`config.mk`:
```
export PLATFORM = sky130hd
export DESIGN_NAME = multi_clock_divider_flat
export DESIGN_NICKNAME = d
export VERILOG_FILES = /design/src/rtl/clkdiv_pkg.sv /design/src/rtl/multi_clock_divider_if.sv /design/src/rtl/divider_channel.sv /design/src/rtl/multi_clock_divider.sv /design/src/flat_wrapper.sv
export SDC_FILE = /design/constraint.sdc
export NUM_CORES = 1
export LEC_CHECK = 0
export CAP_MARGIN = 20
export CORE_MARGIN = 2
export CORE_UTILIZATION = 50
export DETAILED_ROUTE_END_ITERATION = 16
export PLACE_DENSITY = 0.72
export SLEW_MARGIN = 20
export SYNTH_ARGS = -nofsm -noshare
export SYNTH_HDL_FRONTEND = slang
export SYNTH_HIERARCHICAL = 1
export SYNTH_SLANG_ARGS = --single-unit
```
`constraint.sdc`:
```
create_clock -name clk -period 4.73 [get_ports clk]
set_input_delay 0.946 -clock clk [delete_from_list [all_inputs] [get_ports clk]]
set_output_delay 0.946 -clock clk [all_outputs]
set_load 0.01 [all_outputs]
```
`src/rtl/clkdiv_pkg.sv`:
```
// Shared constants and helpers for the multi-channel clock divider.
package clkdiv_pkg;

  localparam int unsigned CNT_W_DEF        = 26;
  localparam int unsigned DEFAULT_HALF_DEF = 33554432;

  // Channel-select width; a single channel still needs one select bit.
  function automatic int unsigned ch_w(input int unsigned n);
    return (n > 1) ? $clog2(n) : 1;
  endfunction

endpackage

```
`src/rtl/multi_clock_divider_if.sv`:
```
// Configuration handshake bundle: request from master, ready/error back from slave.
interface multi_clock_divider_if
  import clkdiv_pkg::*;
#(
  parameter int unsigned NUM_CH = 4,
  parameter int unsigned CNT_W  = CNT_W_DEF
);

  localparam int unsigned CH_W = ch_w(NUM_CH);

  logic             cfg_valid;
  logic             cfg_ready;
  logic [CH_W-1:0]  cfg_ch;
  logic [CNT_W-1:0] cfg_half;
  logic             cfg_err;

  modport master (output cfg_valid, output cfg_ch, output cfg_half,
                  input  cfg_ready, input  cfg_err);
  modport slave  (input  cfg_valid, input  cfg_ch, input  cfg_half,
                  output cfg_ready, output cfg_err);

endinterface

```
`src/rtl/divider_channel.sv`:
```
// One divider channel: half-period counter, 50% clock, rising-edge tick,
// and a pending half-period that is applied only at a full-period boundary.
module divider_channel #(
  parameter int unsigned CNT_W        = 26,
  parameter int unsigned DEFAULT_HALF = 33554432
) (
  input  logic             clk,
  input  logic             reset,
  input  logic             en,
  input  logic             load,
  input  logic [CNT_W-1:0] load_half,
  output logic             pending,
  output logic             clk_out,
  output logic             tick
);

  logic             run_q, run_d;
  logic [CNT_W-1:0] cnt_q, cnt_d;
  logic             clk_q, clk_d;
  logic             tick_q, tick_d;
  logic [CNT_W-1:0] active_q, active_d;
  logic             pend_q, pend_d;
  logic [CNT_W-1:0] pend_val_q, pend_val_d;
  logic             term_c;

  // Next-state: idle/disabled, first enabled cycle, counting, then config load.
  always_comb begin
    run_d      = run_q;
    cnt_d      = cnt_q;
    clk_d      = clk_q;
    tick_d     = 1'b0;
    active_d   = active_q;
    pend_d     = pend_q;
    pend_val_d = pend_val_q;
    term_c     = (cnt_q == (active_q - CNT_W'(1)));

    if (!en) begin
      run_d = 1'b0;
      cnt_d = '0;
      clk_d = 1'b0;
      if (pend_q) begin
        active_d = pend_val_q;
        pend_d   = 1'b0;
      end
    end else if (!run_q) begin
      // First enabled edge from idle only arms the channel, so the first
      // rising edge lands exactly H edges after enable is sampled.
      run_d = 1'b1;
      cnt_d = '0;
    end else if (term_c) begin
      cnt_d  = '0;
      clk_d  = ~clk_q;
      tick_d = ~clk_q;
      if (clk_q && pend_q) begin
        active_d = pend_val_q;
        pend_d   = 1'b0;
      end
    end else begin
      cnt_d = cnt_q + CNT_W'(1);
    end

    // A load on a running channel waits for the next period end.
    if (load) begin
      if (en) begin
        pend_d     = 1'b1;
        pend_val_d = load_half;
      end else begin
        active_d = load_half;
      end
    end
  end

  // Channel state registers.
  always_ff @(posedge clk or posedge reset) begin
    if (reset) begin
      run_q      <= 1'b0;
      cnt_q      <= '0;
      clk_q      <= 1'b0;
      tick_q     <= 1'b0;
      active_q   <= CNT_W'(DEFAULT_HALF);
      pend_q     <= 1'b0;
      pend_val_q <= '0;
    end else begin
      run_q      <= run_d;
      cnt_q      <= cnt_d;
      clk_q      <= clk_d;
      tick_q     <= tick_d;
      active_q   <= active_d;
      pend_q     <= pend_d;
      pend_val_q <= pend_val_d;
    end
  end

  assign pending = pend_q;
  assign clk_out = clk_q;
  assign tick    = tick_q;

endmodule

```
`src/rtl/multi_clock_divider.sv`:
```
// Multi-channel programmable clock divider: config decode, ready mux, error pulse.
module multi_clock_divider
  import clkdiv_pkg::*;
#(
  parameter int unsigned NUM_CH       = 4,
  parameter int unsigned CNT_W        = CNT_W_DEF,
  parameter int unsigned DEFAULT_HALF = DEFAULT_HALF_DEF
) (
  input  logic                 clk,
  input  logic                 reset,
  input  logic [NUM_CH-1:0]    ch_en,
  multi_clock_divider_if.slave cfg,
  output logic [NUM_CH-1:0]    clk_out,
  output logic [NUM_CH-1:0]    tick
);

  localparam int unsigned CH_W = ch_w(NUM_CH);

  logic [NUM_CH-1:0] pend;
  logic [NUM_CH-1:0] load_c;
  logic              ch_ok_c;
  logic              xfer_c;
  logic              legal_c;
  logic              err_q, err_d;

  // Handshake decode: accept, legality check, per-channel load strobe.
  always_comb begin
    ch_ok_c = (32'(cfg.cfg_ch) < NUM_CH);
    xfer_c  = cfg.cfg_valid && cfg.cfg_ready;
    legal_c = xfer_c && ch_ok_c && (cfg.cfg_half != '0);
    err_d   = xfer_c && !legal_c;
    for (int i = 0; i < NUM_CH; i++) begin
      load_c[i] = legal_c && (cfg.cfg_ch == CH_W'(i));
    end
  end

  // Ready drops only while the addressed channel holds a pending value.
  assign cfg.cfg_ready = ch_ok_c ? ~pend[cfg.cfg_ch] : 1'b1;
  assign cfg.cfg_err   = err_q;

  // One-cycle error pulse after an illegal accepted request.
  always_ff @(posedge clk or posedge reset) begin
    if (reset) err_q <= 1'b0;
    else       err_q <= err_d;
  end

  for (genvar g = 0; g < NUM_CH; g++) begin : g_ch
    divider_channel #(
      .CNT_W        (CNT_W),
      .DEFAULT_HALF (DEFAULT_HALF)
    ) u_ch (
      .clk       (clk),
      .reset     (reset),
      .en        (ch_en[g]),
      .load      (load_c[g]),
      .load_half (cfg.cfg_half),
      .pending   (pend[g]),
      .clk_out   (clk_out[g]),
      .tick      (tick[g])
    );
  end

endmodule
```
`src/flat_wrapper.sv`:
```
// flat-port wrapper written by rule: the top's interface ports become plain ports
module multi_clock_divider_flat import clkdiv_pkg::*;
#(
  parameter int unsigned NUM_CH       = 4,
  parameter int unsigned CNT_W        = CNT_W_DEF,
  parameter int unsigned DEFAULT_HALF = DEFAULT_HALF_DEF
)
  (clk, reset, ch_en, clk_out, tick, cfg_cfg_valid, cfg_cfg_ch, cfg_cfg_half, cfg_cfg_ready, cfg_cfg_err);
  multi_clock_divider_if #(.NUM_CH(NUM_CH), .CNT_W(CNT_W)) cfg_i ();
  input  logic clk;
  input  logic reset;
  input  logic [NUM_CH-1:0] ch_en;
  output logic [NUM_CH-1:0] clk_out;
  output logic [NUM_CH-1:0] tick;
  input wire logic [$bits(cfg_i.cfg_valid)-1:0] cfg_cfg_valid;
  input wire logic [$bits(cfg_i.cfg_ch)-1:0] cfg_cfg_ch;
  input wire logic [$bits(cfg_i.cfg_half)-1:0] cfg_cfg_half;
  output wire logic [$bits(cfg_i.cfg_ready)-1:0] cfg_cfg_ready;
  output wire logic [$bits(cfg_i.cfg_err)-1:0] cfg_cfg_err;
  assign cfg_i.cfg_valid = cfg_cfg_valid;
  assign cfg_i.cfg_ch = cfg_cfg_ch;
  assign cfg_i.cfg_half = cfg_cfg_half;
  assign cfg_cfg_ready = cfg_i.cfg_ready;
  assign cfg_cfg_err = cfg_i.cfg_err;
  multi_clock_divider #(.NUM_CH(NUM_CH), .CNT_W(CNT_W), .DEFAULT_HALF(DEFAULT_HALF)) u_core (.clk(clk), .reset(reset), .ch_en(ch_en), .cfg(cfg_i), .clk_out(clk_out), .tick(tick));
endmodule
```
### After elaboration in Yosys (flattened, before gate mapping)

Cells that the tools add are included.

| word-level totals | value |
|---|---|
| register bits | 329 |
| input bits | 35 |
| output and inout port bits | 10 |

| cells by class | value |
|---|---|
| add/subtract/negate cells | 8 |
| magnitude comparators | 1 |
| equality and inequality tests | 15 |
| muxes and demuxes | 94 |
| bitwise logic cells | 5 |
| reductions and logical operators | 22 |

Operator list:

| operator | count |
|---|---|
| two-way mux 26 bit | 40 |
| adder 26 x 1 -> 26 bit (second input constant) | 4 |
| == test 26 bit | 4 |
| subtractor 26 x 1 -> 26 bit (second input constant) | 4 |
| two-way mux 1 bit | 53 |
| nonzero test 26 bit | 1 |
| != test 2 x 1 -> 1 bit (second input constant) | 8 |
| AND reduction 2 bit | 8 |
| logical AND 1 bit | 11 |
| inverter 1 bit | 5 |
| == test 2 bit (second input constant) | 2 |
| < comparator 2 x 3 -> 1 bit (second input constant) | 1 |
| binary-select mux 1 bit (select 2 bit) | 1 |
| == test 2 x 1 -> 1 bit (second input constant) | 1 |
| zero test 2 bit | 1 |
| zero test 1 bit | 1 |

### Logic depth before layout (Yosys ltp)

| depth | value |
|---|---|
| word-level depth | 7 |
| depth in mapped cells | 12 |

### Modules after synthesis

The synthesis kept the hierarchy.

Modules (own cells, without submodules):

| module | times used | cells each | area each (µm²) | seq. area each (µm²) |
|---|---|---|---|---|
| divider_channel at u_core.g_ch[2].u_ch ... | 2 | 561 | 5362.6 | 2053.2 |
| divider_channel at u_core.g_ch[0].u_ch ... | 2 | 558 | 5315.1 | 2053.2 |
| multi_clock_divider | 1 | 23 | 176.4 | 25.0 |

### Least setup slack after synthesis

OpenSTA, ideal clock, no wires.

| path | value |
|---|---|
| path kind | register to register |
| from | register u_core.g_ch[2].u_ch.active_q[2] |
| to | register u_core.g_ch[2].u_ch.pend_q |
| data arrival time | 3579 ps |
| data required time | 4607 ps |
| slack | 1028 ps |
| stages on the path, launching flop included | 11 |
| path buffers | 2 |
| cells stage by stage | dfrtp_1 > buf_2 > or4_1 > nand4bb_1 > or3_1 > xnor2_1 > or4_1 > or4_4 > buf_6 > or4b_4 > o221a_1 |

| on the way | value |
|---|---|
| cells in the longest elaborated chain, start to end | 7 |

Ends and longest elaborated chain:

| what | line | source |
|---|---|---|
| start, declared | divider_channel.sv:21 | `logic [CNT_W-1:0] active_q, active_d;` |
| start signal, assigned | divider_channel.sv:80 | `active_q <= CNT_W'(DEFAULT_HALF);` |
| start signal, assigned | divider_channel.sv:88 | `active_q <= active_d;` |
| subtractor 26 x 1 -> 26 bit (*) | divider_channel.sv:35 | `term_c = (cnt_q == (active_q - CNT_W'(1)));` |
| == test 26 bit (*) | divider_channel.sv:35 |  |
| two-way mux 1 bit (*) | divider_channel.sv:50 | `end else if (term_c) begin` |
| two-way mux 1 bit (*) | divider_channel.sv:45 | `end else if (!run_q) begin` |
| two-way mux 1 bit (*) | divider_channel.sv:37 | `if (!en) begin` |
| two-way mux 1 bit | divider_channel.sv:64 | `if (en) begin` |
| two-way mux 1 bit (*) | divider_channel.sv:63 | `if (load) begin` |
| net u_core.g_ch[2].u_ch.pend_d | divider_channel.sv:22 | `logic pend_q, pend_d;` |
| end signal, assigned | divider_channel.sv:89 | `pend_q <= pend_d;` |
| end, declared | divider_channel.sv:22 |  |

Mark *: on every way through the listed nets, which the timed path passes. The rest lies on a longest branch.
A chain may end at the register's enable or synchronous reset.

### Worst setup path after layout

| path | value |
|---|---|
| from | register u_core.g_ch[0].u_ch.active_q[0] |
| to | register u_core.g_ch[0].u_ch.active_q[1] |

| on the way | value |
|---|---|
| cells in the longest elaborated chain, start to end | 7 |

Ends and longest elaborated chain:

| what | line |
|---|---|
| start, declared | divider_channel.sv:21 |
| start signal, assigned | divider_channel.sv:80 |
| start signal, assigned | divider_channel.sv:88 |
| subtractor 26 x 1 -> 26 bit (*) | divider_channel.sv:35 |
| == test 26 bit (*) | divider_channel.sv:35 |
| two-way mux 26 bit (*) | divider_channel.sv:50 |
| two-way mux 26 bit (*) | divider_channel.sv:45 |
| two-way mux 26 bit (*) | divider_channel.sv:37 |
| two-way mux 26 bit | divider_channel.sv:64 |
| two-way mux 26 bit (*) | divider_channel.sv:63 |
| net u_core.g_ch[0].u_ch.active_d[1] | divider_channel.sv:21 |

Marks and branches as above.

==> run summary <==
Final setup violation count = 0
Top FF cell, synth = dfrtp_1
design area = 23740 um^2
cts bufs inserted = 39
post-layout net count = 2284
Max IR drop VDD = 0.2308 mV
number of global-route vias before repair = 17840
syn nets = 2304
Root Buffer = clkbuf_16
Switch Pwr = 2.854 mW
Post-synth EDFFs = 0
Antenna Nets Post-Route = 0
Post-Syn Instances = 2261
fillcell total = 3665
routed len/inst = 20.60 um
Clock Latency Late Sink = 0.56 ns
worst path required time = 5.16 ns
FF+latch count, synth = 329
GPL Wtd Cong = 0.8818
final WL = 58040 um
min cycle time layout = 4.236 ns
Fmax = 236.1 MHz
pre-CTS WS = 0.5583 ns
H-tree lvl count = 2
hold slack final = 0.5202 ns
Vias/cell = 6.341
Core Region = 42790 um^2
total gr overflow = 0
Global Route Usage Sum = 26.18%
Die ar. = 44740 um^2
Clock Skews = 0.01290 ns
clock slew at reported path FFs = 0.06 ns
Hold Crit Class = reg -> reg
drt first pass iters = 5
clk buf depth = 3
Starting Density = 50.32%
DR DRC count = 0
Post-Place Cell Area = 22390 um^2
layout cell share with drive strength beyond 1 = 19.11%
Syn Area/Cell = 9.523 um^2
critical-path maximum fanout = 30
CP max-delay cell = or3_1
Logic pwr share = 23.4%
Synth area leader = dfrtp_1
post-CTS sizing = 0
CTS tree = built
IO Port Bufs = 44
Seq/Total Area, Yosys = 38.26%
critical path class = reg -> reg
switch share = 31.54%
Max Cap Viol = 0
Rel. slew slack = 28.92%
unrepaired setup endpoints after global routing = no
power per cell area = 381.2 nW/um^2
Startpoint Class = flip-flop
area share of the largest cell type after synthesis = 37.77%
I/O pins = 45
cell repeated most along the worst path = or3_1
sequential power share = 41.8%
clock power share = 34.7%
Initial DRC Count = 1508
initial antenna violation count = 3
Crit path arrival time = 4.66 ns
Detail Placement HPWL = 37600 um
leakage power = 8.916 nW
synthesized area = 21530 um^2
largest net degree at the start of global routing = 62
Worst path max stage delay = 0.84 ns
Final Cycle Share = 89.56%
clk sinks = 329
Netlist cell types = 71
Worst setup EP type = flip-flop
Slew @ Worst Pin = 1.066 ns
Area growth, synth to finish = 10.23%
Ant. Diodes = 0
Async S/R FF share, synth = 100.0%
Final Hold Fails = 0
Die W = 211.5 um
ranking of synthesized cells by area = dfrtp_1 (38%), mux2_2 (13%), xnor2_1 (4.6%)
setup_tns = 0 ns
yosys warns = 6
row count = 76
Die Y-Extent = 211.5 um
cts hold-fix bufs = 0
routed vias = 17860
P_int = 6.195 mW
outcome = finished, final reports clean
Power Total = 9.049 mW
final worst slack = 0.4939 ns
CP Cell Sequence = inv_1 -> ha_1 -> nor3b_2 -> nand4_1 -> xnor2_1 -> or3_1 -> or4_4 -> or3_1 -> a311o_1
setup bufs post-CTS = 0
Final Slew Violations = 0
first-pass GRT wire length = 93830 um
## per-stage QoR
stage	cells	utilization [%]
finish	2817	55.47
global route	2817	55.47
CTS	2816	55.43
detailed placement	2745	52.32
global placement	2745	52.32
floorplan	2261	-
## synthesized netlist by cell type, drive strengths merged, types with 12 or more instances
master and n:
a31oi 58, mux2i 62, nor3 56, and3 27
nand4 37, nor2 261, nor4 92, xor2 110
nand2b 17, inv 38, dfrtp 325, a311o 54
xnor2 112, o21ai 82, nand3b 14, nand3 120
a21oi 26, nor4b 12, clkbuf 136, or4 72
mux2 244, nand2 124, buf 42
## per-layer routing
layer	vias to the layer above	routed length (um)	GRT usage, %
met4	6	2079	10.39
li1	8217	-	-
met5	-	42	0
met3	147	4252	5.385
met2	644	27030	42.54
met1	8849	24640	34.30
## layout make-up
class                      count  area [um^2]  share of cell area, %
tap                          546        683.2                  2.878
clock inverter                14        202.7                 0.8540
timing repair buffer         117         1001                  4.217
multi-input combinational   1716        12340                  51.97
clock buffer                  57         1126                  4.744
inverter                      38        148.9                 0.6273
sequential                   329         8238                  34.71
## worst paths after layout
kind | start | endpoint | slack [ns] | cells past startpoint
worst max-delay path | u_core/g_ch[0].u_ch/active_q[0]$_DFF_PP0_ | u_core/g_ch[0].u_ch/active_q[1]$_DFF_PP0_ | 0.49 | 9
worst min-delay path | u_core/g_ch[1].u_ch/cnt_q[0]$_DFF_PP0_ | u_core/g_ch[1].u_ch/cnt_q[0]$_DFF_PP0_ | 0.52 | 1
worst max register to register | u_core/g_ch[0].u_ch/active_q[0]$_DFF_PP0_ | u_core/g_ch[0].u_ch/active_q[1]$_DFF_PP0_ | 0.49 | 9
worst min register to register | u_core/g_ch[1].u_ch/cnt_q[0]$_DFF_PP0_ | u_core/g_ch[1].u_ch/cnt_q[0]$_DFF_PP0_ | 0.52 | 1
max in group asynchronous | reset | u_core/g_ch[1].u_ch/cnt_q[3]$_DFF_PP0_ | 2.70 | 3
min in group asynchronous | reset | u_core/cfg.cfg_err$_DFF_PP0_ | 0.85 | 2
## critical path, delay by kind of cell, from the launching register on
family / cells / cell delay [ns]
buf+inv: 1 / 0.10
simple gates: 5 / 2.64
fa+ha+maj: 1 / 0.21
flops: 1 / 0.45
xor+xnor: 1 / 0.18
compound gates: 1 / 0.51
## state kept, by name, summed over array words and instances (netlist names)
signal                       count
u_core/g_ch.u_ch/active_q      104
u_core/g_ch.u_ch/cnt_q         104
u_core/g_ch.u_ch/pend_val_q    104
u_core/g_ch.u_ch/clk_out         4
u_core/g_ch.u_ch/pending         4
u_core/g_ch.u_ch/run_q           4
u_core/g_ch.u_ch/tick            4
u_core/cfg.cfg_err               1
## cell families (layout without fill, tap and decap cells)
group	count (synthesis)	after routing	share of synthesized area, %
compound gates	278	278	9.170
xor+xnor	224	224	9.239
fa+ha+maj	8	8	0.4649
buf+inv	216	226	4.544
flops	329	329	38.26
mux	307	307	15.75
simple gates	899	899	22.58
## placed cells by master (no fill, tap or decap), drive strengths merged, types with 7 or more instances in the layout
cell	synthesis	layout
clkbuf	136	57
inv	38	35
dfrtp	325	325
nand3b	14	14
mux2i	62	62
nand2b	17	17
or4	72	72
nor2	261	261
ha	8	8
o311ai	8	8
a311o	54	54
and3	27	27
a21oi	26	26
nor4b	12	12
xnor2	112	112
mux2	244	244
nand3	120	120
and2	8	8
or3	10	10
or4b	8	8
clkinv	0	9
nand4b	7	7
o21ai	82	82
nor4	92	92
clkdlybuf4s50	0	40
xor2	110	110
buf	42	77
nand4	37	37
a31oi	58	58
and4	10	10
nor3	56	56
nand2	124	124
nor3b	10	10
## power groups by stage
stage | Combinational, mW | Clock, mW | Sequential, mW
global placement | 1.99 | 0 | 3.78
global route | 2.34 | 3.31 | 3.84
floorplan | 1.78 | 0 | 3.55
CTS | 2.10 | 3.21 | 3.77
detailed placement | 2.09 | 0 | 3.81
finish | 2.12 | 3.14 | 3.79
Power figures use the tool's default switching activity.
